## src/rtl/div_detector.sv

```systemverilog
// -----------------------------------------------------------------------------
// div_detector
// Measures the period and duty cycle of a divided clock (sig_in) that is
// synchronous to clk. Each complete high+low period is checked against the
// duty pattern a divider produces. A good period reports its divisor
// (period - 1). Two consecutive matching good periods raise locked.
//
// Ports
//   clk        : system clock, rising edge
//   reset      : asynchronous, active-low
//   sig_in     : divided clock, already synchronous to clk
//   div_out    : last accepted divisor (period - 1)
//   meas_valid : one-cycle pulse per completed period
//   locked     : two consecutive good measurements agree
//   err        : last completed measurement was bad
//   timeout    : a phase ran 63 cycles without an edge
//
// state | meaning
// ------+-----------------------------------------------------------
// SEEK  | waiting for a rise to start a period; fall/no edge ignored
// HIGH  | counting high cycles in hcnt
// LOW   | counting low cycles in lcnt; next rise closes the period
// -----------------------------------------------------------------------------
module div_detector (
  input  logic       clk,
  input  logic       reset,
  input  logic       sig_in,
  output logic [4:0] div_out,
  output logic       meas_valid,
  output logic       locked,
  output logic       err,
  output logic       timeout
);

  typedef enum logic [1:0] {SEEK, HIGH, LOW} state_t;

  state_t     state_q, state_d;
  logic       sig_d_q;
  logic [5:0] hcnt_q, hcnt_d;
  logic [5:0] lcnt_q, lcnt_d;
  logic [4:0] div_q, div_d;
  logic       mv_q, mv_d;
  logic       locked_q, locked_d;
  logic       err_q, err_d;
  logic       to_q, to_d;
  logic [4:0] prev_q, prev_d;
  logic       prev_vld_q, prev_vld_d;

  logic       rise, fall;
  logic [6:0] period;
  logic [6:0] period_m1;
  logic       range_ok, duty_ok, good;

  assign rise      = sig_in & ~sig_d_q;
  assign fall      = ~sig_in & sig_d_q;
  assign period    = {1'b0, hcnt_q} + {1'b0, lcnt_q};
  assign period_m1 = period - 7'd1;
  assign range_ok  = (period >= 7'd2) && (period <= 7'd32);
  // Odd divisors put the extra cycle in the low phase.
  assign duty_ok   = period[0] ? ({1'b0, lcnt_q} == ({1'b0, hcnt_q} + 7'd1))
                               : (hcnt_q == lcnt_q);
  assign good      = range_ok && duty_ok;

  always_comb begin
    state_d    = state_q;
    hcnt_d     = hcnt_q;
    lcnt_d     = lcnt_q;
    div_d      = div_q;
    mv_d       = 1'b0;
    locked_d   = locked_q;
    err_d      = err_q;
    to_d       = to_q;
    prev_d     = prev_q;
    prev_vld_d = prev_vld_q;

    case (state_q)
      SEEK: begin
        if (rise) begin
          state_d = HIGH;
          hcnt_d  = 6'd1;
          to_d    = 1'b0;
        end
      end

      HIGH: begin
        if (fall) begin
          state_d = LOW;
          lcnt_d  = 6'd1;
        end else if (hcnt_q >= 6'd62) begin
          state_d    = SEEK;
          to_d       = 1'b1;
          locked_d   = 1'b0;
          prev_vld_d = 1'b0;
          hcnt_d     = 6'd0;
          lcnt_d     = 6'd0;
        end else begin
          hcnt_d = hcnt_q + 6'd1;
        end
      end

      LOW: begin
        if (rise) begin
          state_d = HIGH;
          hcnt_d  = 6'd1;
          lcnt_d  = 6'd0;
          mv_d    = 1'b1;
          if (good) begin
            div_d = period_m1[4:0];
            err_d = 1'b0;
            if (prev_vld_q && (prev_q == period_m1[4:0])) begin
              locked_d = 1'b1;
            end else begin
              locked_d   = 1'b0;
              prev_d     = period_m1[4:0];
              prev_vld_d = 1'b1;
            end
          end else begin
            err_d      = 1'b1;
            locked_d   = 1'b0;
            prev_vld_d = 1'b0;
          end
        end else if (lcnt_q >= 6'd62) begin
          state_d    = SEEK;
          to_d       = 1'b1;
          locked_d   = 1'b0;
          prev_vld_d = 1'b0;
          hcnt_d     = 6'd0;
          lcnt_d     = 6'd0;
        end else begin
          lcnt_d = lcnt_q + 6'd1;
        end
      end

      default: state_d = SEEK;
    endcase
  end

  // sig_d resets high so a signal already high at release is not a rise.
  always_ff @(posedge clk or negedge reset) begin
    if (!reset) begin
      state_q    <= SEEK;
      sig_d_q    <= 1'b1;
      hcnt_q     <= 6'd0;
      lcnt_q     <= 6'd0;
      div_q      <= 5'd0;
      mv_q       <= 1'b0;
      locked_q   <= 1'b0;
      err_q      <= 1'b0;
      to_q       <= 1'b0;
      prev_q     <= 5'd0;
      prev_vld_q <= 1'b0;
    end else begin
      state_q    <= state_d;
      sig_d_q    <= sig_in;
      hcnt_q     <= hcnt_d;
      lcnt_q     <= lcnt_d;
      div_q      <= div_d;
      mv_q       <= mv_d;
      locked_q   <= locked_d;
      err_q      <= err_d;
      to_q       <= to_d;
      prev_q     <= prev_d;
      prev_vld_q <= prev_vld_d;
    end
  end

  assign div_out    = div_q;
  assign meas_valid = mv_q;
  assign locked     = locked_q;
  assign err        = err_q;
  assign timeout    = to_q;

endmodule
```

## config.mk

```make
export PLATFORM = sky130hd
export DESIGN_NAME = div_detector
export DESIGN_NICKNAME = d
export VERILOG_FILES = /design/src/rtl/div_detector.sv
export SDC_FILE = /design/constraint.sdc
export NUM_CORES = 1
export LEC_CHECK = 0
export ABC_AREA = 1
export ABC_CLOCK_PERIOD_IN_PS = 3000
export CAP_MARGIN = 20
export CORE_UTILIZATION = 30
export CTS_CLUSTER_DIAMETER = 30
export CTS_CLUSTER_SIZE = 30
export DETAILED_ROUTE_END_ITERATION = 10
export GPL_ROUTABILITY_DRIVEN = 0
export GPL_TIMING_DRIVEN = 0
export PLACE_DENSITY = 0.42
export SYNTH_ARGS = -nofsm -noshare
export SYNTH_HDL_FRONTEND = slang
export SYNTH_SLANG_ARGS = --single-unit
```

## constraint.sdc

```tcl
create_clock -name clk -period 3 [get_ports clk]
set_clock_uncertainty 0.1 [all_clocks]
set_input_delay 0.3 -clock clk [delete_from_list [all_inputs] [get_ports clk]]
set_output_delay 0.3 -clock clk [all_outputs]
set_load 0.02 [all_outputs]
```

==> results.md, run 1 <==
- The flow ran to the end, but the final reports show violations.
- Setup repair after global routing could not meet its margin everywhere.
- The number of buffers inserted during clock tree synthesis is 5.
- The tree is rooted in a sky130_fd_sc_hd__clkbuf_8.
- In this run, the number of DRC markers left after iteration 0 of detailed routing was 33.
- The total inserted antenna cells is 0.
- The placed cell count is 441.
- The clock reaches the later pin of the worst-skew pair after 280 ps.
- The synthesized area is 2360 sq um.
- For this run, the post-layout net count is 374.
- The library cells used most frequently in the layout, excluding fill and tap cells, are sky130_fd_sc_hd__nand2_1, sky130_fd_sc_hd__inv_1, sky130_fd_sc_hd__nand3_1.
- The post-layout utilization of the core is 36.8%.
- The die covers 8220 sq um.
- The number of buffers on the longest clock path is 2.
- The number of hold violations in the final report came to 28.
- Across all layers, the routed design uses 2,085 vias.
- The starting density of the core is 31.9%.
- The final layout contains routed wiring with a total length of 5.64 mm.
- The number of levels the H-tree was split into is 2.
- The first-pass detailed-route iteration total is 4.
- Of the cells placed in the final design, the portion with a size suffix greater than 1 is 15.8%.
- Compared with the post-synthesis result, the final layout area differs by 15.5%.
- In the finished design, the share of the clock period the worst path needs comes to 91.5%.
- The number of instances in the synthesized netlist is 331.
- Along the worst path, the maximum fanout reaches 7.
- After the flow finishes, the layout carries non-filler instances totaling 454.
- The top-level I/O count is 12.
- The synthesized netlist net count is 351.
- In the routed layout, each cell is associated on average with a via count of 4.59.
- The worst hold slack is -22.9 ps.
- The first global-routing pass estimated 9.75 mm of wire.
- The number of remaining DRC errors is 0.
- The total core area is 7410 sq um.
- The worst pin sits at a relative slew slack of 50.7%.
- Summing all placed instances gives a cell area of 2590 sq um.
- The post-CTS clock slew at the launch and capture registers of the worst setup and hold paths is 70 ps.
- Across the run, the number of max-cap violations was 0.
- By startpoint and endpoint, the worst setup path is classified as reg -> reg.
- The average detailed-routed wire length per instance is 12.4 um.
- The analysis attributes to cell leakage a power of 1.37 nW.
- The aggregate global-route resource usage is 14.9%.
- The count of unique library cells instantiated by Yosys is 33.
- The number of antenna violations at the first check in global routing was 0.
- The final reports fail on negative hold slack.
- The site row count is 31.
- The worst setup path is captured at a flip-flop.
- The number of storage elements in the synthesis netlist is 30.
- The sequential-to-total area share from yosys stat is 31.9%.
- In this run the mean area of a mapped cell was 7.13 sq um.
- In this run the power density over the cells is 941 nW/um^2.
- The number of cells on the worst reg-to-reg path is 17.
- The worst path in the final design needs a cycle of 2740 ps, including I/O delays and setup.
- Entering global routing, the biggest net connects 31 pins.
- At the pin with the least slew margin, the transition time is 740 ps.
- The worst IR drop on VDD is 0.306 mV.
- The element type at the critical path start is a flip-flop.
- The max-slew violation count is 0.
- The maximum clock frequency is 0.364 GHz.
- The Yosys step of the flow raised 0 warnings.
- The most common cell after layout, fill and taps aside is sky130_fd_sc_hd__nand2_1.
- STA puts the critical path data arrival time at 2830 ps.
- In this run, post-CTS hold repair placed 0 buffers.
- The total overflow left after global routing is 0.
- The total half-perimeter wirelength after legalization and detailed placement is 4.33 mm.
- The worst hold path belongs to the class in -> async.
- The CTS sink count is 30.
- The die is 90.7 um wide.
- The post-route total power is 2.57 mW.
- In the final timing run, aggregate negative setup slack is 0 ps.
- The number of global-route vias before repair was 2,033.
- After routing the design area is 2730 sq um.
- TritonCTS built the clock tree.
- In this run the remaining antenna-violating nets after routing total 0.
- For the worst setup path, the data required time is 3080 ps.
- The floorplan step set the die height to 90.7 um.
- Setup violations remaining at the end of the flow were counted as 0.
- The number of port buffers is 11.
==> cells in the mapped netlist, drive strengths merged <==
master  number  share of area [%]
a21oi        8                2.0
and2         2               0.53
buf          3                1.8
clkinv       1               0.16
dfrtp       29                 31
dfstp        1                1.1
fa           1               0.85
ha          16                8.5
inv         55                9.0
nand2      109                 20
nand3       33                7.8
nand3b       1               0.32
nand4       12                3.2
nor2        27                5.1
nor3         6                1.3
o211ai       2               0.64
o21a         1               0.64
o21ai       18                4.9
o22ai        2               0.53
o31ai        2               0.64
xor2         2               0.74
==> routing by layer <==
layer	wire length [um]	track usage (%)	up-vias
met5	0	0	-
met2	2620	24.7	18
met4	83	4.70	0
met1	2810	19.7	951
li1	-	-	1109
met3	126	2.27	7
==> critical path, cell delays in order, from the launching register on <==
cell and delay [ps]:
sky130_fd_sc_hd__dfrtp_2 400, sky130_fd_sc_hd__ha_2 210, sky130_fd_sc_hd__inv_1 60, sky130_fd_sc_hd__fa_1 520, sky130_fd_sc_hd__inv_1 70, sky130_fd_sc_hd__ha_1 290
sky130_fd_sc_hd__inv_1 110, sky130_fd_sc_hd__nor2_1 50, sky130_fd_sc_hd__nor2_1 90, sky130_fd_sc_hd__nand3_1 80, sky130_fd_sc_hd__nor2_1 140, sky130_fd_sc_hd__nand2_1 70
sky130_fd_sc_hd__nor2_1 110, sky130_fd_sc_hd__nand2_2 130, sky130_fd_sc_hd__nand2_1 90, sky130_fd_sc_hd__nand2_1 50, sky130_fd_sc_hd__nand2_1 60, sky130_fd_sc_hd__inv_1 30
==> what timing repair did <==
item,4_1_cts,5_1_grt
buffers inserted,0,5
resized for setup,0,5
endpoints found under the setup margin,0,6
==> flip-flops by register name (all words and copies together), names as in the netlist <==
register	cells
prev_q	5
hcnt_q	6
meas_valid	1
state_q	2
timeout	1
err	1
div_out	5
prev_vld_q	1
lcnt_q	6
locked	1
sig_d_q	1
==> final timing paths <==
kind | slack [ps] | start | endpoint
worst max-delay path | 260 | lcnt_q[0] | prev_vld_q
worst min register to register | 380 | div_out[4] | div_out[4]
worst min-delay path | -20 | reset | hcnt_q[4]
max in group asynchronous | 2300 | reset | hcnt_q[0]
min in group clk | 350 | sig_in | sig_d_q
worst max register to register | 260 | lcnt_q[0] | prev_vld_q
==> stage by stage <==
stage          worst slack (ps)  hold slack [ps]
2_1_floorplan               436            -95.6
3_3_place_gp               40.7              362
3_5_place_dp               31.8              311
5_1_grt                   -5.96             39.2
4_1_cts                    10.8             5.57
6_report                    255            -22.9
==> layout make-up <==
cell class	instances	area (sq um)
fillers	789	4680
multi-input cells	242	1350
flip-flops and latches	30	757
inverters	56	215
repair buffers	16	143
well taps	99	124
clock buffers	7	86.3
plain buffers	3	42.5
clock inverters	1	5.00
==> power by group <==
group | total (mW) | switching (mW) | internal, mW
Combinational | 1.60 | 1.01 | 0.585
Clock | 0.349 | 0.164 | 0.185
Sequential | 0.618 | 0.0965 | 0.522
==> cells by family (layout without fill, tap and decap cells) <==
family	count (synthesis)	count (layout)	synth area share [%]
flip-flops	30	30	31.9
AND/OR/NAND/NOR	190	190	37.8
buffers and inverters	59	83	10.9
adder cells (fa/ha/maj)	17	17	9.33
XOR/XNOR	2	2	0.742
AO/OA/AOI/OAI	33	33	9.38
Power figures use the tool's default switching activity.
==> run 2: changes to the inputs <==
==> constraint.sdc (replaced) <==
create_clock -name clk -period 3 [get_ports clk]
set_clock_uncertainty 0.1 [all_clocks]
set_input_delay 0.3 -clock clk [delete_from_list [all_inputs] [get_ports clk]]
set_output_delay 0.3 -clock clk [all_outputs]
set_load 0.05 [all_outputs]
==> results of run 2 <==
The final DEF is identical to that of run 1. Status: finished with violations: negative hold slack.
Among the figures that moved: total power 2.57 mW -> 2.66 mW
==> run 3: changes to the inputs <==
--- a/config.mk
+++ b/config.mk
@@ -14,6 +14,7 @@
 export DETAILED_ROUTE_END_ITERATION = 10
 export GPL_ROUTABILITY_DRIVEN = 0
 export GPL_TIMING_DRIVEN = 0
+export HOLD_SLACK_MARGIN = 0.1
 export PLACE_DENSITY = 0.42
 export SYNTH_ARGS = -nofsm -noshare
 export SYNTH_HDL_FRONTEND = slang
==> run 3 against run 2 <==
  * The flow now finishes without violations
  * Critical endpoint unchanged
  * Register-to-register slack barely moved
  * Worst hold slack improved by 370 ps
  * Global-route usage barely moved
  * Final cell count rose by 0.22%
  * Largest cell class unchanged
  * Wire length rose by 0.23%
  * Clock power barely moved
==> results.md, run 3 (synthesis gave the netlist of run 1 again) <==
- The worst path arrival time is 2830 ps (about the same).
- The total core area is 7410 sq um (unchanged).
- The count of cells along the worst register-to-register path is 17 (unchanged).
- The first-pass detailed-route iteration total came to 4 (unchanged).
- The number of levels the H-tree was split into came to 2 (unchanged).
- The element type at the critical path start is a flip-flop (unchanged).
- Leading cell types in the layout, fill and taps excluded: sky130_fd_sc_hd__nand2_1, sky130_fd_sc_hd__inv_1, sky130_fd_sc_hd__nand3_1 (unchanged).
- The layout net count was 375 (was 374).
- The count of filler cells inserted in the layout came to 789 (unchanged).
- The critical path start-end classification is reg -> reg (unchanged).
- The starting density of the core is 31.9% (unchanged).
- The wire length of the first global-routing pass was 9.76 mm (was 9.75 mm).
- RSZ-0062 raised after global routing: true (unchanged).
- The remaining antenna violation count after routing is 0 (unchanged).
- The top-level I/O count is 12 (unchanged).
- The overall via count from detail_route came to 2,084 (was 2,085).
- The number of DRC markers in iteration 0 came to 47 (was 33).
- The logic depth of the worst path, buffers included was 17 (unchanged).
- The cell area after placement is 2590 sq um (unchanged).
- The worst IR drop on VDD is 0.305 mV (was 0.306 mV).
- The area used by multi-input combinational logic is 1350 sq um (unchanged).
- The biggest fanout along the worst timing path came to 7 (unchanged).
- The cell type of the slowest stage on the worst timing path is sky130_fd_sc_hd__fa_1 (unchanged).
- The number of buffers on the longest clock path is 2 (unchanged).
- The type of the most critical hold path is in -> reg (was in -> async).
- The share of the cycle needed by the critical path after routing was 91.5% (about the same).
- The CTS sink count is 30 (unchanged).
- The worst hold slack is 349 ps (was -22.9 ps).
- The accumulated negative setup slack is 0 ps (unchanged).
- The cell leakage power is 1.38 nW (was 1.37 nW).
- The max-slew violation count is 0 (unchanged).
- The number of remaining DRC errors is 0 (unchanged).
- The clock root buffer was sky130_fd_sc_hd__clkbuf_8 (unchanged).
- The number of port buffers is 11 (unchanged).
- The storage element area is 757 sq um (unchanged).
- The post-route cell area is 2740 sq um (was 2730 sq um).
- The number of hold violations in the final report was 0 (was 28).
- The data required time at the worst endpoint is 3080 ps (about the same).
- The die width is 90.7 um (unchanged).
- The site row count is 31 (unchanged).
- The number of buffers inserted during clock tree synthesis was 5 (unchanged).
- The maximum clock frequency is 0.364 GHz (about the same).
- The number of antenna violations at the first check in global routing is 0 (unchanged).
- The remaining global-route overflow was 0 (unchanged).
- The total inserted antenna cells is 0 (unchanged).
- The number of maximum-capacitance constraint violations is 0 (unchanged).
- The final period demand of the worst path is 2740 ps (about the same).
- The total wire length after detailed routing came to 5.65 mm (was 5.64 mm).
- The die area was 8220 sq um (unchanged).
- The number of global-route vias before repair is 2,039 (was 2,033).
- The type of destination of the critical path is a flip-flop (unchanged).
- Along the worst hold path, the cell count comes to 1.
- The source-to-sink clock delay at the later pin of the worst-skew pair came to 280 ps (about the same).
- The placed cell count came to 441 (unchanged).
- Cells traversed along the worst timing path: ha_2, inv_1, fa_1, inv_1, ha_1, inv_1, nor2_1, nor2_1, nand3_1, nor2_1, nand2_1, nor2_1, nand2_2, nand2_1, nand2_1, nand2_1, inv_1 (unchanged).
- The CTS tree is yes (unchanged).
- The total half-perimeter wirelength after legalization and detailed placement was 4.33 mm (unchanged).
- The post-CTS clock slew at the launch and capture registers of the worst setup and hold paths came to 70 ps (about the same).
- Largest registers: hcnt_q: 6 flops, lcnt_q: 6 flops (unchanged).
- The number of vias per cell is 4.58 (was 4.59).
- The post-layout utilization of the core was 36.9% (was 36.8%).
- The most common cell after layout, fill and taps aside is sky130_fd_sc_hd__nand2_1 (unchanged).
- The average detailed-routed wire length per instance is 12.4 um (about the same).
- The aggregate global-route resource usage is 14.9% (about the same).
- The total buffers and inverters traversed by the critical path is 4 (unchanged).
- The share of final-layout standard cells stronger than drive strength 1 is 15.7% (was 15.8%).
- The actual transition at the worst max-transition pin is 739 ps (was 740 ps).
- The pin count of the biggest net entering global routing is 31 (unchanged).
- The final instance count without filler cells was 455 (was 454).
- Run status: completed (was finished with violations).
- The cell area power density is 971 nW/um^2 (was 974 nW/um^2).
- The total setup violations reported at the end of the flow came to 0 (unchanged).
- The worst stage delay on the critical path came to 520 ps (about the same).
- The largest delay contributor family on the critical path is adder cells (unchanged).
- The die extent in y was 90.7 um (unchanged).
- The area growth from synthesis to final layout is 15.9% (was 15.5%).
- The worst max-slew margin expressed relative to the limit is 50.7% (about the same).
[run 3: cell count changes in the layout (fill, tap and decap cells not counted), sizes merged]
cell	previous run	this run
dlygate4sd3	0	1
[run 3: layout make-up]
| class | instances | area share, % |
|---|---|---|
| multi-input cells | 242 | 49.5 |
| flip-flops and latches | 30 | 27.7 |
| inverters | 56 | 7.87 |
| repair buffers | 17 | 5.58 |
| well taps | 99 | 4.53 |
| clock buffers | 7 | 3.16 |
| plain buffers | 3 | 1.56 |
| clock inverters | 1 | 0.183 |
[run 3: power breakdown]
group / total, mW / internal (mW) / leakage (nW) / switching (mW)
clock: 0.349 / 0.185 / 0.0482 / 0.164
sequential: 0.619 / 0.522 / 0.393 / 0.0968
combinational: 1.69 / 0.585 / 0.934 / 1.10
[run 3: stage by stage]
stage	power (mW)	setup slack (ps)
floorplan	1.88	436
global placement	2.29	40.7
detailed placement	2.29	31.8
CTS	2.65	10.8
global route	2.95	-5.96
finish	2.66	255
[run 3: routing by layer]
layer	share of wire [%]	up-vias	wire, um	global-route usage [%]
li1	-	1110	-	-
met1	50	953	2810	19.7
met2	47	15	2650	24.8
met3	1.9	6	108	2.27
met4	1.5	0	83	4.70
met5	0	-	0	0
[run 3: worst paths after layout]
check / startpoint / endpoint / slack, ps
max: lcnt_q[0] / prev_vld_q / 260
min: sig_in / sig_d_q / 350
max reg2reg: lcnt_q[0] / prev_vld_q / 260
min reg2reg: div_out[4] / div_out[4] / 380
max in group asynchronous: reset / hcnt_q[0] / 1760
min in group asynchronous: reset / hcnt_q[4] / 520
[run 3: timing repair]
item                                    in CTS  in global routing
buffers inserted                             0                  5
hold buffers                                 1                  0
resized for setup                            0                  5
hold endpoints to repair                    29                  0
endpoints found under the setup margin       0                  6
==> RTL edit: new RTL, flow settings as in run 2 <==
Encoding of `state_t`: now one-hot (3 bits for 3 states).
--- a/src/rtl/div_detector.sv
+++ b/src/rtl/div_detector.sv
@@ -33,5 +33,5 @@
 );
 
-  typedef enum logic [1:0] {SEEK, HIGH, LOW} state_t;
+  typedef enum logic [2:0] {SEEK = 3'b001, HIGH = 3'b010, LOW = 3'b100} state_t;
 
   state_t     state_q, state_d;
Formal check against the unedited RTL: no difference found for any inputs over 10 cycles, from zero or initial values and one cycle with reset low; not proved beyond that.
==> RTL edit against run 2 <==
The run still ends with hold timing left; setup slack better by 52 ps; power down 15%; synthesized cell count is 4.5% lower; critical path depth fell by 3; non-clock buffer count decreased by 3; area after synthesis down 7.3%; design area decreased by 5.9%; sequential cell count is 1 higher; first-iteration DRC count rose by 85%; routed wire length is 2.9% lower; utilization rose by 0.34 points; via count decreased by 4.5%; critical endpoint is now prev_q[3].
==> RTL edit: results <==
placement:
  port_buffers: 11
  post-dp-hpwl_mm: 4.24
  placed_cells: 423
  pre_cts_slack_ps: 20.4
yosys:
  synth.net_count: 332
  async_flop_share_pct: 100
  yosys-top-cells-count: "nand2_1 (92), inv_1 (49), nor2_1 (33), dfrtp_1 (29), nand3_1 (25)"
  seq_area_frac_synth_pct: 35.6
  ys_types: 36
  yosysWarningCount: 0
  postSynthAreaPerCell_um2: 6.93
  yosys-top-cells-area: "dfrtp_1 (33%), nand2_1 (16%), inv_1 (8.4%)"
finish:
  diodes: 0
  drive_above_1_share_pct: 10.7
  final_nets: 351
  nFillCells: 763
power:
  power_density_mw_per_mm2: 881
  ir_drop_uv: 329
  power_leakage_nw: 1.25
clock_network:
  cts_buffer_depth: 2
  numCtsBuffers: 5
  path_clk_slew_ps: 80
worst_setup_path:
  critPathMaxFanout: 9
  cp_top_family: "adder cells"
  slowest_stage: "fa_1"
  cp_data_arrival_time_ps: 2800
status:
  outcome: "finished with violations"
  violations: "hold timing"
timing:
  worst_slew_pin_slew_ps: 744
  hold_viol_final: 29
  holdWs_ps: -28.3
drt:
  num_vias: 1992
  drt_iter0_markers: 61
  drt-total-wl_mm: 5.48
  drt-vias-per-instance: 4.61
  met3_length_um: 111
  wl_met1_mm: 2.74
  wl_met2_mm: 2.59
grt:
  grt.total_usage_pct: 15.9
  first_global_vias: 1860
  grt_pass1_wl_mm: 9.12
  grt_max_degree: 32
## RTL edit: timing repair
item / CTS / global route
buffers inserted: 0 / 1
hold buffers: 0 / 0
gates resized for setup: 1 / 5
setup endpoints to repair: 1 / 6
pin swaps: 0 / 0
## RTL edit: report_power, final
group / switching (mW) / internal (mW)
clock: 0.171 / 0.269
sequential: 0.0747 / 0.491
combinational: 0.793 / 0.461
## RTL edit: per-layer routing
layer,up-vias,track usage [%]
li1,1046,-
met5,-,0
met2,20,27.2
met4,0,3.58
met1,922,20.7
met3,4,3.13
## RTL edit: cells by family after synthesis
logic type	after synthesis	synth area share [%]
AOI/OAI and AO/OA	42	10.8
xor gates and xnor gates	1	0.400
adders and majority gates	13	7.78
buffers and inverters	54	10.3
DFF	31	35.6
and+or+nand+nor	175	35.1
## RTL edit: path summary, 6_finish.rpt
kind | cells after the start | end | slack, ps | start
max | 14 | prev_q[3] | 310 | hcnt_q[0]
min | 1 | div_out[4] | -30 | reset
max reg2reg | 14 | prev_q[3] | 310 | hcnt_q[0]
min reg2reg | 2 | prev_vld_q | 390 | prev_vld_q
max in group asynchronous | 1 | hcnt_q[0] | 2300 | reset
min in group clk | 1 | sig_d_q | 350 | sig_in
## RTL edit: per-stage QoR
step | utilization, % | hold WS (ps) | instance area, um2
6_report | 37.1 | -28.3 | 2560
5_1_grt | 37.1 | 33.1 | 2560
4_1_cts | 36.7 | 3.06 | 2530
3_5_place_dp | 34.9 | 320 | 2410
3_3_place_gp | 35.0 | 363 | 2420
2_1_floorplan | - | -95.6 | 2190
## RTL edit: area by class of cell
type	count	area share [%]
Clock buffer	6	3.22
Sequential cell	31	30.5
Inverter	50	7.32
Timing Repair Buffer	12	4.39
Multi-Input combinational cell	231	47.0
Buffer	4	1.51
Tap cell	96	4.69
Clock inverter	2	1.37
